File: config.mk
export PLATFORM = sky130hd
export DESIGN_NAME = task_injector
export DESIGN_NICKNAME = d
export VERILOG_FILES = /design/src/rtl/task_injector.sv
export SDC_FILE = /design/constraint.sdc
export NUM_CORES = 1
export LEC_CHECK = 0
export ABC_AREA = 1
export CORE_MARGIN = 3
export CORE_UTILIZATION = 41
export DETAILED_ROUTE_END_ITERATION = 7
export SYNTH_ARGS = -nofsm -noshare
export SYNTH_HDL_FRONTEND = slang
export SYNTH_SLANG_ARGS = --single-unit
File: constraint.sdc
create_clock -name clk -period 3.9 [get_ports clk]
set_input_delay 0.78 -clock clk [delete_from_list [all_inputs] [get_ports clk]]
set_output_delay 0.78 -clock clk [all_outputs]
set_load 0.005 [all_outputs]
File: src/rtl/task_injector.sv
// task_injector: producer side of the scheduler task write port.
// Buffers host tasks and re-queues exchanged tasks returned by the scheduler,
// issues them one at a time with strict exchange priority, holds off during
// the control repair period and spaces writes by GAP idle cycles.
module task_injector #(
    parameter int unsigned W       = 42,
    parameter int unsigned H_DEPTH = 16,
    parameter int unsigned E_DEPTH = 4,
    parameter int unsigned GAP     = 1
) (
    input  logic                       clk,
    input  logic                       rst,
    input  logic                       host_valid,
    input  logic [W-2:0]               host_task,
    output logic                       host_ready,
    input  logic                       v_exch,
    input  logic [W-2:0]               task_exch,
    input  logic                       CTRL_RP,
    output logic                       wr,
    output logic [W-2:0]               task_in,
    output logic                       exch_ovf,
    output logic [$clog2(H_DEPTH):0]   host_cnt,
    output logic [$clog2(E_DEPTH):0]   exch_cnt
);

    localparam int unsigned HAW = $clog2(H_DEPTH);
    localparam int unsigned EAW = $clog2(E_DEPTH);

    localparam logic [HAW:0] H_FULL = (HAW + 1)'(H_DEPTH);
    localparam logic [EAW:0] E_FULL = (EAW + 1)'(E_DEPTH);
    localparam logic [3:0]   GAP_LOAD = (GAP > 0) ? 4'(GAP - 1) : 4'd0;

    localparam logic [1:0] IDLE  = 2'd0;
    localparam logic [1:0] ISSUE = 2'd1;
    localparam logic [1:0] GAPW  = 2'd2;

    logic [1:0]     state;
    logic [3:0]     gap_cnt;

    logic [W-2:0]   host_mem [H_DEPTH];
    logic [HAW-1:0] host_wp;
    logic [HAW-1:0] host_rp;

    logic [W-2:0]   exch_mem [E_DEPTH];
    logic [EAW-1:0] exch_wp;
    logic [EAW-1:0] exch_rp;

    logic slot_open;
    logic issue;
    logic host_push;
    logic host_pop;
    logic exch_push;
    logic exch_pop;

    // Decide whether this cycle may launch a write, and what moves where.
    // A GAPW cycle whose counter has run out is the last idle cycle of the
    // gap and decides the next write exactly as IDLE would, so the gap is
    // exactly GAP cycles; with GAP=0 ISSUE itself acts as IDLE.
    always_comb begin
        slot_open = 1'b0;
        case (state)
            IDLE:    slot_open = 1'b1;
            ISSUE:   slot_open = (GAP == 0);
            GAPW:    slot_open = (gap_cnt == '0);
            default: slot_open = 1'b0;
        endcase
        host_ready = rst & (host_cnt != H_FULL);
        issue      = slot_open & ~CTRL_RP & ((exch_cnt != '0) | (host_cnt != '0));
        exch_pop   = issue & (exch_cnt != '0);
        host_pop   = issue & (exch_cnt == '0);
        host_push  = host_valid & host_ready;
        exch_push  = v_exch & ((exch_cnt != E_FULL) | exch_pop);
    end

    // Host FIFO storage.
    always_ff @(posedge clk) begin
        if (host_push) begin
            host_mem[host_wp] <= host_task;
        end
    end

    // Exchange FIFO storage.
    always_ff @(posedge clk) begin
        if (rst && exch_push) begin
            exch_mem[exch_wp] <= task_exch;
        end
    end

    // Host FIFO pointers and occupancy.
    always_ff @(posedge clk) begin
        if (!rst) begin
            host_wp  <= '0;
            host_rp  <= '0;
            host_cnt <= '0;
        end else begin
            if (host_push) host_wp <= host_wp + 1'b1;
            if (host_pop)  host_rp <= host_rp + 1'b1;
            case ({host_push, host_pop})
                2'b10:   host_cnt <= host_cnt + 1'b1;
                2'b01:   host_cnt <= host_cnt - 1'b1;
                default: host_cnt <= host_cnt;
            endcase
        end
    end

    // Exchange FIFO pointers, occupancy and sticky drop flag.
    always_ff @(posedge clk) begin
        if (!rst) begin
            exch_wp  <= '0;
            exch_rp  <= '0;
            exch_cnt <= '0;
            exch_ovf <= 1'b0;
        end else begin
            if (exch_push) exch_wp <= exch_wp + 1'b1;
            if (exch_pop)  exch_rp <= exch_rp + 1'b1;
            case ({exch_push, exch_pop})
                2'b10:   exch_cnt <= exch_cnt + 1'b1;
                2'b01:   exch_cnt <= exch_cnt - 1'b1;
                default: exch_cnt <= exch_cnt;
            endcase
            if (v_exch && !exch_push) exch_ovf <= 1'b1;
        end
    end

    // Issue sequencing and gap counting.
    always_ff @(posedge clk) begin
        if (!rst) begin
            state   <= IDLE;
            gap_cnt <= '0;
        end else begin
            case (state)
                IDLE: begin
                    if (issue) state <= ISSUE;
                end
                ISSUE: begin
                    if (GAP == 0) begin
                        state <= issue ? ISSUE : IDLE;
                    end else begin
                        gap_cnt <= GAP_LOAD;
                        state   <= GAPW;
                    end
                end
                GAPW: begin
                    if (gap_cnt == '0) begin
                        state <= issue ? ISSUE : IDLE;
                    end else begin
                        gap_cnt <= gap_cnt - 1'b1;
                    end
                end
                default: state <= IDLE;
            endcase
        end
    end

    // Registered write strobe and task word; the word holds between writes.
    always_ff @(posedge clk) begin
        if (!rst) begin
            wr      <= 1'b0;
            task_in <= '0;
        end else begin
            wr <= issue;
            if (issue) begin
                task_in <= exch_pop ? exch_mem[exch_rp] : host_mem[host_rp];
            end
        end
    end

endmodule

# Word-level counts from Yosys, hierarchy flattened
# Memories as Yosys holds them, arrays and structs flattened. A register that Yosys moved wholly into a read port is not among the register bits.
# Index checks and enable logic that the tools add are counted.
[op_classes]
addsub = 9
reduce_logical = 13
n_eq_ne = 11
n_mux = 18
bitwise_logic = 10
[op_table]
columns = ["cell", "n"]
rows = [
  ["$mux W41", 1],
  ["$mux W4", 3],
  ["$pmux W5 S2", 1],
  ["$add A4 B1 Y4 const B", 2],
  ["$mux W2", 4],
  ["$pmux W4 S2", 1],
  ["$and A1 B1 Y1", 7],
  ["$eq A2 B1 Y1 const B", 3],
  ["$eq A2 B2 Y1 const B", 3],
  ["$ne A2 B2 Y1 const B", 3],
  ["$pmux W2 S3", 1],
  ["$pmux W3 S2", 1],
  ["$reduce_bool A2 Y1", 3],
  ["$add A5 B1 Y5 const B", 1],
  ["$mux W1", 5],
  ["$ne A5 B5 Y1 const B", 1],
  ["$reduce_bool A5 Y1", 1],
  ["$sub A5 B1 Y5 const B", 1],
  ["$add A2 B1 Y2 const B", 2],
  ["$logic_not A4 Y1", 1],
  ["$reduce_and A2 Y1", 2],
  ["$sub A4 B1 Y4 const B", 1],
  ["$add A3 B1 Y3 const B", 1],
  ["$logic_not A3 Y1", 1],
  ["other kinds (9)", 11],
]
[word_totals]
ramBits = 820
out_inout_bits = 52
elab_cells = 74
in_bits = 87
memories = 2
regBits = 69
[mem_list]
columns = ["name", "depth", "width", "read_ports", "rd_clocked_by_memory_dff", "wr", "line", "source"]
rows = [
  ["host_mem", 16, 41, 1, 1, 1, "40", "logic [W-2:0] host_mem [H_DEPTH];"],
  ["exch_mem", 4, 41, 1, 1, 1, "44", "logic [W-2:0] exch_mem [E_DEPTH];"],
]

# Logic depth before layout (Yosys ltp)
# Gate-level depths: netlist of run 1.
[depth]
ltp_word = 10
depth_mapped = 20
ltp_nobuf = 19

# Worst setup path after synthesis of run 1
# Ideal clock, no wire load.
[synth_path]
path_kind = "input to register"
start = "in rst"
end = "mem host_mem[11][0] (netlist name), enable pin"
arrival_time_ps = 3231
setup_ps = 439
t_required_ps = 3461
setup_slack_ps = 230
stages = 5
path_cell_list = "clkbuf_1 -> nand3_2 -> inv_1 -> nand3_1 -> nor2_1"
[synth_via]
elab_chain_cells = 4
[synth_rtl]
columns = ["item", "line", "source"]
rows = [
  ["start, declared", "12", "input logic rst,"],
  ["$and A1 B1 Y1", "67", "host_ready = rst & (host_cnt != H_FULL);"],
  ["$and A1 B1 Y1", "71", "host_push = host_valid & host_ready;"],
  ["$mux W1", "77", "if (host_push) begin"],
  ["$mux W1 (implied by the code)", "78", "host_mem[host_wp] <= host_task;"],
  ["end, declared", "40", ""],
]
# Every way passes these cells.

# Final worst setup path of run 1
[layout_path]
start = "in rst"
end = "out host_ready"
[layout_via]
elab_chain_cells = 1
[layout_rtl]
columns = ["item", "line", "source"]
rows = [
  ["$and A1 B1 Y1", "67", ""],
  ["end, declared", "15", "output logic host_ready,"],
]
# Every way passes these cells.

==> results of run 1 <==
[cell usage in the layout, fill, tap and decap left out, types with 8 or more instances in the layout]
master,count
dfxtp_1,70
clkbuf_16,91
nor2_1,442
inv_1,38
o21ai_0,439
clkinv_1,23
clkinv_2,9
o22ai_1,95
o21a_1,8
clkbuf_1,20
nand3_1,52
nor2_4,23
bufinv_16,10
ha_1,13
o211ai_1,42
buf_4,39
o221ai_1,109
o21ai_1,28
edfxtp_1,820
buf_12,18
a21oi_1,95
clkdlybuf4s50_1,137
nand2_1,116
[power by group through the flow]
stage / clock network [mW] / registers, mW / logic [mW]
after floorplan: 0 / 11.3 / 3.69
after global placement: 0 / 11.4 / 5.59
after detailed placement: 0 / 11.4 / 5.72
after CTS: 8.76 / 11.2 / 5.74
after global routing: 9.15 / 11.3 / 6.33
final: 8.61 / 11.2 / 5.75
[worst paths after layout]
path	from	to	slack, ps
worst max-delay path	rst	host_ready	970
worst min-delay path	exch_ovf$_SDFFE_PN0P_	exch_ovf$_SDFFE_PN0P_	450
worst max register to register	register	task_in[16]$_SDFFE_PN0N_	1070
worst min register to register	exch_ovf$_SDFFE_PN0P_	exch_ovf$_SDFFE_PN0P_	450
[worst max-delay path: stages]
cell,delay (ps)
buf_2,160
buf_4,510
nand2_1,110
inv_1,80
clkdlybuf4s50_1,490
[cells by family (layout without fill, tap and decap cells)]
family	after synthesis	in the layout	synth area share, %
compound gates	823	823	13.8
xor+xnor	6	6	0.151
fa+ha+maj	14	14	0.525
buf+inv	233	410	3.18
flops	895	895	75.1
other cells	0	1	0
simple gates	647	647	7.31
[registers in the layout, summed over array words and instances (netlist names), named ones only]
register and cells:
host_mem 656, exch_mem 164, task_in 41, host_cnt 5, gap_cnt 4, host_rp 4
host_wp 4, exch_cnt 3, exch_rp 2, exch_wp 2, state 2, exch_ovf 1
wr 1
[metrics by stage]
step	power, mW	util [%]
finish	25.6	48.3
global route	26.7	48.3
CTS	25.7	48.3
detailed placement	17.2	44.8
global placement	17.0	44.8
floorplan	15.0	-
[synth_stat cells, types with 2 or more instances]
cell,number,area [um2]
nor2_1,462,1730
a21oi_1,95,475
o21ai_0,439,2200
ha_1,13,163
o221ai_1,109,955
o22ai_1,95,594
nor2_4,2,22.5
clkbuf_1,98,368
buf_1,5,18.8
nand2_2,2,12.5
nor2_2,2,12.5
buf_4,15,113
nand4_1,3,18.8
nor3_1,5,25.0
dfxtp_1,75,1500
o211ai_1,42,315
o21a_1,8,60.1
inv_1,40,150
nand3_1,52,260
edfxtp_1,820,24600
nand2_1,116,435
a21oi_2,6,52.6
buf_6,15,169
clkbuf_2,14,70.1
buf_2,38,190
xor2_1,5,43.8
inv_2,8,30.0
o21ai_1,28,140
[per-layer routing]
layer	up-vias	global-route usage (%)	part of all wire, %
li1	10000	-	-
met5	-	0	0.026
met4	4	5.06	1.6
met3	109	3.84	8.0
met2	903	32.9	47
met1	11300	29.0	43
[layout make-up]
class / count / share of cell area [%]
flip-flops and latches: 895 / 64.6
multi-input cells: 1490 / 19.1
clock buffers: 117 / 6.02
repair buffers: 195 / 5.02
well taps: 1134 / 3.51
clock inverters: 50 / 1.27
inverters: 48 / 0.479
diodes: 1 / 0.00618
==> results.sh, run 1 <==
export IMPL_numClockSinks=895
export IMPL_io_pins=139
export IMPL_vdd_drop_max_uv=707
export IMPL_wl_per_cell_um=23.6
export IMPL_async_flop_share_pct=0
export IMPL_hold_path_class="register to register"
export IMPL_avgViaCountPerCell=5.69
export IMPL_syn_to_final_growth_pct=16.2
export IMPL_cts_tree="yes"
export IMPL_pre_cts_ws_ps=640
export IMPL_slew_headroom_pct=31.5
export IMPL_path_class="input port to output pin"
export IMPL_firstDrtPassIters=5
export IMPL_cts_max_level=3
export IMPL_fp_coreArea_mm2=0.0838
export IMPL_cts_hold_buf=0
export IMPL_setup_slack_ps=969
export IMPL_port_buffer_count=138
export IMPL_die_area_mm2=0.0884
export IMPL_p_seq_share_pct=43.9
export IMPL_antenna_found_initial=4
export IMPL_place_area_mm2=0.0375
export IMPL_drtAntennaViolNets=0
export IMPL_worst_path_max_fanout=52
export IMPL_p_leak_nw=13.1
export IMPL_grt_pass1_vias=21900
export IMPL_min_path_cells=2
export IMPL_fmax_ghz=0.341
export IMPL_status="complete, no violations"
export IMPL_setup_tns_ps=0
export IMPL_swShare_pct=30.5
export IMPL_hold_violations=0
export IMPL_synth_ff_type="edfxtp_1"
export IMPL_drtIter0Drc=2455
export IMPL_power_density_mw_per_mm2=633
export IMPL_drv_slew=0
export IMPL_tightest_slew_ps=1030
export IMPL_grt_max_degree=176
export IMPL_power_switching_mw=7.81
export IMPL_crit_arrival_ps=2150
export IMPL_seq_area_frac_synth_pct=75.1
export IMPL_post_cts_resized=0
export IMPL_drv_cap=0
export IMPL_die_h_um=297
export IMPL_yosys_cell_types_count=34
export IMPL_fin_skew_ps=27.3
export IMPL_nNetsFinal=2821
export IMPL_numCtsBuffers=90
export IMPL_clockRootBuffer="clkbuf_16"
export IMPL_multi_input_area_mm2=0.00773
export IMPL_fin_area_mm2=0.0405
export IMPL_dp_cells=3762
export IMPL_combPwrFrac_pct=22.5
export IMPL_die_x_um=297
export IMPL_fin_cells=3930
export IMPL_finalSetupViolCount=0
export IMPL_post_cts_repair_setup_buffers=0
export IMPL_synth_enable_flop_cells=820
export IMPL_place_gp_congestion=0.806
export IMPL_wirelength_um=92800
export IMPL_drc=0
export IMPL_clock_latency_ps=650
export IMPL_grt_pass1_wl_um=139000
export IMPL_fill_cells=7264
export IMPL_seqCellArea_mm2=0.0261
export IMPL_period_needed_ps=2930
export IMPL_period_share_pct=75.2
export IMPL_synth_cells=2618
export IMPL_p_int_mw=17.8
export IMPL_clockBufferDepth=3
export IMPL_grt_setup_unrepaired="false"
export IMPL_num_rows=106
export IMPL_vias=22400
export IMPL_cp_start_kind="input port"
export IMPL_grt_usage_pct=20.5
export IMPL_cp_end_kind="output pin"
export IMPL_synth_seq_cells=895
export IMPL_place_detailed_hpwl_um=54300
export IMPL_drive_gt1_share_pct=8.23
export IMPL_start_util_pct=41.5
export IMPL_synth_nets=2719
export IMPL_crit_required_ps=3120
export IMPL_avgSynthCellArea_um2=13.3
export IMPL_path_clk_slew_ps=60
export IMPL_gr_total_overflow=0
export IMPL_pwr_share_clk_pct=33.7
export IMPL_whs_ps=454
export IMPL_yosysWarnings=0
export IMPL_reg2reg_depth=6
export IMPL_synth_area_mm2=0.0348
No activity file was read; power rests on OpenSTA's default activity.
==> run 2: changes to the inputs <==
==> constraint.sdc (replaced) <==
create_clock -name clk -period 2.5 [get_ports clk]
set_input_delay 0.5 -clock clk [delete_from_list [all_inputs] [get_ports clk]]
set_output_delay 0.5 -clock clk [all_outputs]
set_load 0.005 [all_outputs]
==> run 2 against run 1 <==
Sequential power increased by 56%. Highest routed layer unchanged. Largest power group unchanged. Die area is the same. Setup slack lost 830 ps. Clock power up 59%. Largest cell class unchanged.
==> results.sh, run 2 (synthesis results as in run 1) <==
export IMPL_status="complete, no violations"
export IMPL_critPathTopFamily="adder cells"
export IMPL_fmax_ghz=0.423
export IMPL_drc=0
export IMPL_avgViaCountPerCell=5.62
export IMPL_insertedDiodeCount=0
export IMPL_cp_start_kind="register"
export IMPL_min_from="rst"
export IMPL_path_clk_slew_ps=60
export IMPL_grt_pass1_wl_um=139000
export IMPL_min_path_cells=4
export IMPL_clock_latency_ps=650
export IMPL_worst_path_max_fanout=3
export IMPL_grt_usage_pct=20.4
export IMPL_p_seq_share_pct=42.9
export IMPL_place_gp_congestion=0.857
export IMPL_cp_end_kind="register"
export IMPL_die_x_um=297
export IMPL_final_common_cell="edfxtp_1"
export IMPL_path_common_cell="nand2_1"
export IMPL_fp_coreArea_mm2=0.0838
export IMPL_crit_required_ps=3030
export IMPL_crit_arrival_ps=2890
export IMPL_grt_pass1_vias=22000
export IMPL_p_leak_nw=13.6
export IMPL_period_share_pct=94.5
export IMPL_die_h_um=297
export IMPL_hold_path_end="exch_cnt[2]$_SDFFE_PN0P_"
export IMPL_numClockSinks=895
export IMPL_vdd_drop_max_uv=511
export IMPL_firstDrtPassIters=5
export IMPL_tightest_slew_ps=871
export IMPL_setup_tns_ps=0
export IMPL_grt_setup_unrepaired="false"
export IMPL_reg2reg_depth=15
export IMPL_vias=22500
export IMPL_finalSetupViolCount=0
export IMPL_numCtsBuffers=90
export IMPL_port_buffer_count=138
export IMPL_slew_headroom_pct=41.8
export IMPL_max_stage_delay_ps=380
export IMPL_place_detailed_hpwl_um=55900
export IMPL_drtAntennaViolNets=0
export IMPL_reg2reg_from="gap_cnt[0]$_SDFFE_PN0P_"
export IMPL_cts_hold_buf=0
export IMPL_regMostFlops="host_mem"
export IMPL_drive_gt1_share_pct=11.1
export IMPL_power_switching_mw=12.4
export IMPL_combPwrFrac_pct=23.5
export IMPL_clockBufferDepth=3
export IMPL_power_density_mw_per_mm2=985
export IMPL_hold_path_class="input port to register"
export IMPL_die_area_mm2=0.0884
export IMPL_p_total_mw=40.8
export IMPL_cts_max_level=3
export IMPL_gr_total_overflow=0
export IMPL_pwr_share_clk_pct=33.6
export IMPL_grt_max_degree=83
export IMPL_swShare_pct=30.3
export IMPL_nNetsFinal=2890
export IMPL_worstPathBufferInverterCount=3
export IMPL_num_rows=106
export IMPL_reg2reg_slack_ps=140
export IMPL_drtIter0Drc=2231
export IMPL_period_needed_ps=2360
export IMPL_cts_tree="yes"
export IMPL_p_int_mw=28.5
export IMPL_start_util_pct=41.5
export IMPL_layout_common_cells="edfxtp_1, nor2_1, o21ai_0"
export IMPL_antenna_found_initial=5
export IMPL_reg_top3="host_mem (656), exch_mem (164), task_in (41)"
export IMPL_syn_to_final_growth_pct=19.1
export IMPL_path_cells="inv_1 -> ha_1 -> nand3_1 -> nand2_1 -> nand2_2 -> buf_4 -> nand2_1 -> nand2_1 -> ha_1 -> inv_1 -> fa_1 -> a21oi_1 -> o21ai_1 -> o21ai_1 -> a21oi_1"
export IMPL_hold_violations=0
export IMPL_drv_cap=0
export IMPL_clockRootBuffer="clkbuf_16"
export IMPL_io_pins=139
export IMPL_fin_skew_ps=18.3
export IMPL_largest_register_ffs=656
export IMPL_wl_per_cell_um=23.1
export IMPL_crit_slowest_cell="fa_1"
export IMPL_drv_slew=0
export IMPL_wirelength_um=92200
export IMPL_path_class="register to register"
export IMPL_regToRegEndpoint="exch_cnt[2]$_SDFFE_PN0P_"
export IMPL_fin_util_pct=49.4
-- run 2: cell count changes in the layout (fill, tap and decap cells not counted), moves of 3 or more --
cell and change:
buf_12 +30, buf_4 +39, clkbuf_1 -5, clkinv_1 -10, clkinv_2 +10, dfxtp_1 -3, dfxtp_2 +3
-- run 2: stage by stage --
| stage | hold slack (ps) | std cells | area [um2] | setup slack [ps] |
|---|---|---|---|---|
| floorplan | 426 | 2618 | 34900 | -644 |
| global route | 330 | 3997 | 41400 | 15.7 |
| finish | 336 | 3997 | 41400 | 139 |
| detailed placement | 442 | 3830 | 38400 | -152 |
| CTS | 287 | 3996 | 41400 | 51.5 |
| global placement | 437 | 3830 | 38400 | -66.2 |
-- run 2: cell type report --
type | instances | area (um2)
clock inverters | 54 | 606
inverters | 48 | 190
flip-flops and latches | 895 | 26100
multi-input cells | 1490 | 7740
clock buffers | 112 | 2430
fillers | 7130 | 42400
well taps | 1134 | 1420
repair buffers | 264 | 2920
-- run 2: layer usage --
layer / wire length [um] / part of all wire, % / global-route usage (%)
met1: 39800 / 43 / 28.8
met2: 43600 / 47 / 32.8
met3: 6720 / 7.3 / 3.67
met4: 2020 / 2.2 / 5.34
met5: 7 / 0.0076 / 0
-- run 2: repair_timing --
item / 4_1_cts / 5_1_grt
setup endpoints to repair: 0 / 4
buffers inserted: 0 / 1
resized for setup: 0 / 6
-- run 2: power groups by stage --
stage,Combinational [mW],Clock [mW],Sequential (mW)
global placement,9.23,0,17.8
global route,10.6,14.6,17.6
CTS,9.55,14.0,17.5
detailed placement,9.52,0,17.8
finish,9.59,13.7,17.5
floorplan,5.76,0,17.6
-- run 2: worst max path at each step --
stage / endpoint / from / cells after the start
finish: exch_cnt[2]$_SDFFE_PN0P_ / gap_cnt[0]$_SDFFE_PN0P_ / 15
global placement: host_cnt[4]$_SDFFE_PN0P_ / CTRL_RP / 17
detailed placement: exch_cnt[2]$_SDFFE_PN0P_ / CTRL_RP / 13
floorplan: exch_mem[0][0]$_DFFE_PP_ / gap_cnt[0]$_SDFFE_PN0P_ / 8
global route: host_cnt[4]$_SDFFE_PN0P_ / gap_cnt[0]$_SDFFE_PN0P_ / 19
CTS: host_ready / host_cnt[2]$_SDFFE_PN0P_ / 5
-- run 2: worst register-to-register path: cells and delay by family (launching register included) --
| family | cells | cell delay, ps |
|---|---|---|
| DFF | 1 | 340 |
| AOI/OAI and AO/OA | 4 | 450 |
| buffers and inverters | 3 | 260 |
| and+or+nand+nor | 5 | 440 |
| adders and majority gates | 3 | 760 |
==> patch, RTL diff (settings of run 2) <==
Set the parameter `E_DEPTH` to 2 (it was 4).
--- a/src/rtl/task_injector.sv
+++ b/src/rtl/task_injector.sv
@@ -5,7 +5,7 @@
 module task_injector #(
     parameter int unsigned W       = 42,
     parameter int unsigned H_DEPTH = 16,
-    parameter int unsigned E_DEPTH = 4,
+    parameter int unsigned E_DEPTH = 2,
     parameter int unsigned GAP     = 1
 ) (
     input  logic                       clk,
Ports: changed (resized exch_cnt); port bits go from 139 to 138. The function was not compared with the original's and may differ.
==> patch against run 2 <==
  * Maximum frequency increased by 0.50%
  * Total power down 9.0%
  * Cell area fell by 8.8%
  * Routed wire length is 8.7% lower
  * Register-to-register slack gained 0.08 ns
  * Setup slack better by 0.012 ns
  * Core utilization increased by 0.80 points
  * Sequential cell count fell by 86
  * Synthesized cell count down 10%
  * Non-clock buffer count rose by 7
  * Synthesized area decreased by 9.7%
==> patch: results (changes against run 2) <==
.. list-table::
   :header-rows: 1

   * - Metric
     - Value
   * - Outcome
     - complete, no violations
   * - Transition time of the tightest slew-check pin
     - 0.728 ns (-0.143 ns)
   * - Peak VDD IR
     - 680 uV (+33%)
   * - Placed cell areas
     - 35000 sq um (-8.7%)
   * - Max Clk Rate
     - 426 MHz (+0.50%)
   * - Number of CTS-inserted buffers
     - 81 (-10%)
   * - Registers with the most flip-flops
     - host_mem x656, exch_mem x82, task_in x41
   * - Setup slack of the worst register-to-register path
     - 0.22 ns (+0.08 ns)
   * - Count of unique library cells instantiated by Yosys
     - 39 (+15%)
   * - Skew-Pair Late Insertion Delay
     - 0.65 ns (about the same)
   * - Initial antenna violation count
     - 4 (-1)
   * - Synth Instances
     - 2355 (-10%)
   * - Kind of cell adding the most delay to the critical path
     - buffers and inverters
   * - Detailed-route wire length
     - 84.2 mm (-8.7%)
   * - GRT Util Overall
     - 20.7% (+0.24 points)
   * - Weighted congestion at the end of routability-driven global placement
     - 0.827 (-3.4%)
   * - Capturing point of the worst reg2reg path
     - task_in[38]
   * - Pre-CTS setup slack
     - -0.0986 ns (+0.0538 ns)
   * - Standard cell with the maximum stage delay on the critical path
     - clkdlybuf4s50_1
   * - Placed cell count
     - 3480 (-9.1%)
   * - DRC marker count from the first detailed-route iteration
     - 2133 (-4.4%)
   * - Count of flip-flops with a built-in enable after synthesis
     - 738 (-10%)
   * - Launching element of the worst setup path
     - host_cnt[3]
   * - Number of nets in the layout
     - 2640 (-8.7%)
   * - Wire length of the first global-routing pass
     - 127 mm (-8.4%)
   * - Worst setup path endpoint
     - host_ready
   * - Post-synthesis net count
     - 2452 (-9.8%)
   * - Largest net degree at the start of global routing
     - 77 (-7.2%)
   * - Leading post-synthesis cells by instance count
     - 738 x edfxtp_1, 408 x nor2_1, 375 x o21ai_0
   * - Register-to-Register Path Depth
     - 8 (-7)
   * - Post-detailed-route wirelength per cell
     - 23.2 um (+0.53%)
   * - Number of fillers in the final layout
     - 6326 (-11%)
   * - Sequential fraction of the synthesis area
     - 75.0% (about the same)
   * - Leakage
     - 12.5 nW (-8.0%)
   * - I/O Buffers
     - 137 (-0.72%)
   * - Via count of the routed design
     - 20431 (-9.1%)
   * - Fraction of layout cells with a size suffix above 1
     - 11.1% (about the same)
-- patch: how the worst min path moves through the flow --
| stage | startpoint | to | slack (ns) | depth (start not counted) |
|---|---|---|---|---|
| 6_report | rst | host_wp[0] | 0.41 | 4 |
| 5_1_grt | rst | host_wp[0] | 0.39 | 4 |
| 4_1_cts | rst | host_wp[0] | 0.36 | 4 |
| 3_5_place_dp | exch_ovf | exch_ovf | 0.45 | 2 |
| 3_3_place_gp | exch_ovf | exch_ovf | 0.44 | 2 |
| 2_1_floorplan | gap_cnt[0] | gap_cnt[0] | 0.44 | 1 |
-- patch: cell families (layout without fill, tap and decap cells) --
group	count (synthesis)	after routing	share of synthesized area, %
compound gates	644	644	12.1
xor+xnor	5	5	0.139
fa+ha+maj	10	10	0.398
buf+inv	212	465	3.22
flops	809	809	75.0
mux	24	24	0.764
other cells	0	2	0
simple gates	651	651	8.33
-- patch: power breakdown --
group	switching, mW	leakage (nW)	internal (mW)
sequential	0.425	7.25	15.3
combinational	5.70	3.95	3.48
clock	5.09	1.30	7.10
-- patch: metal layers --
metal  global-route usage (%)  up-vias  wire [um]
li1                         -     9225          -
met1                     28.5    10331      35800
met2                     33.8      725      40800
met3                     3.49      146       5130
met4                     6.15        4       2380
met5                        0        -         34
-- patch: area by class of cell --
class	count	area [sq um]	area share, %
Timing Repair Buffer	271	3010	7.97
Sequential cell	809	23600	62.5
Clock inverter	39	480	1.27
Tap cell	1020	1280	3.38
Inverter	46	180	0.477
Antenna cell	2	5.00	0.0132
Clock buffer	109	2210	5.86
Multi-Input combinational cell	1334	7020	18.6
-- patch: tightest hold or removal path: stages --
cell,delay [ns]
buf_2,0.12
nand3_2,0.18
buf_12,0.14
a21oi_1,0.05
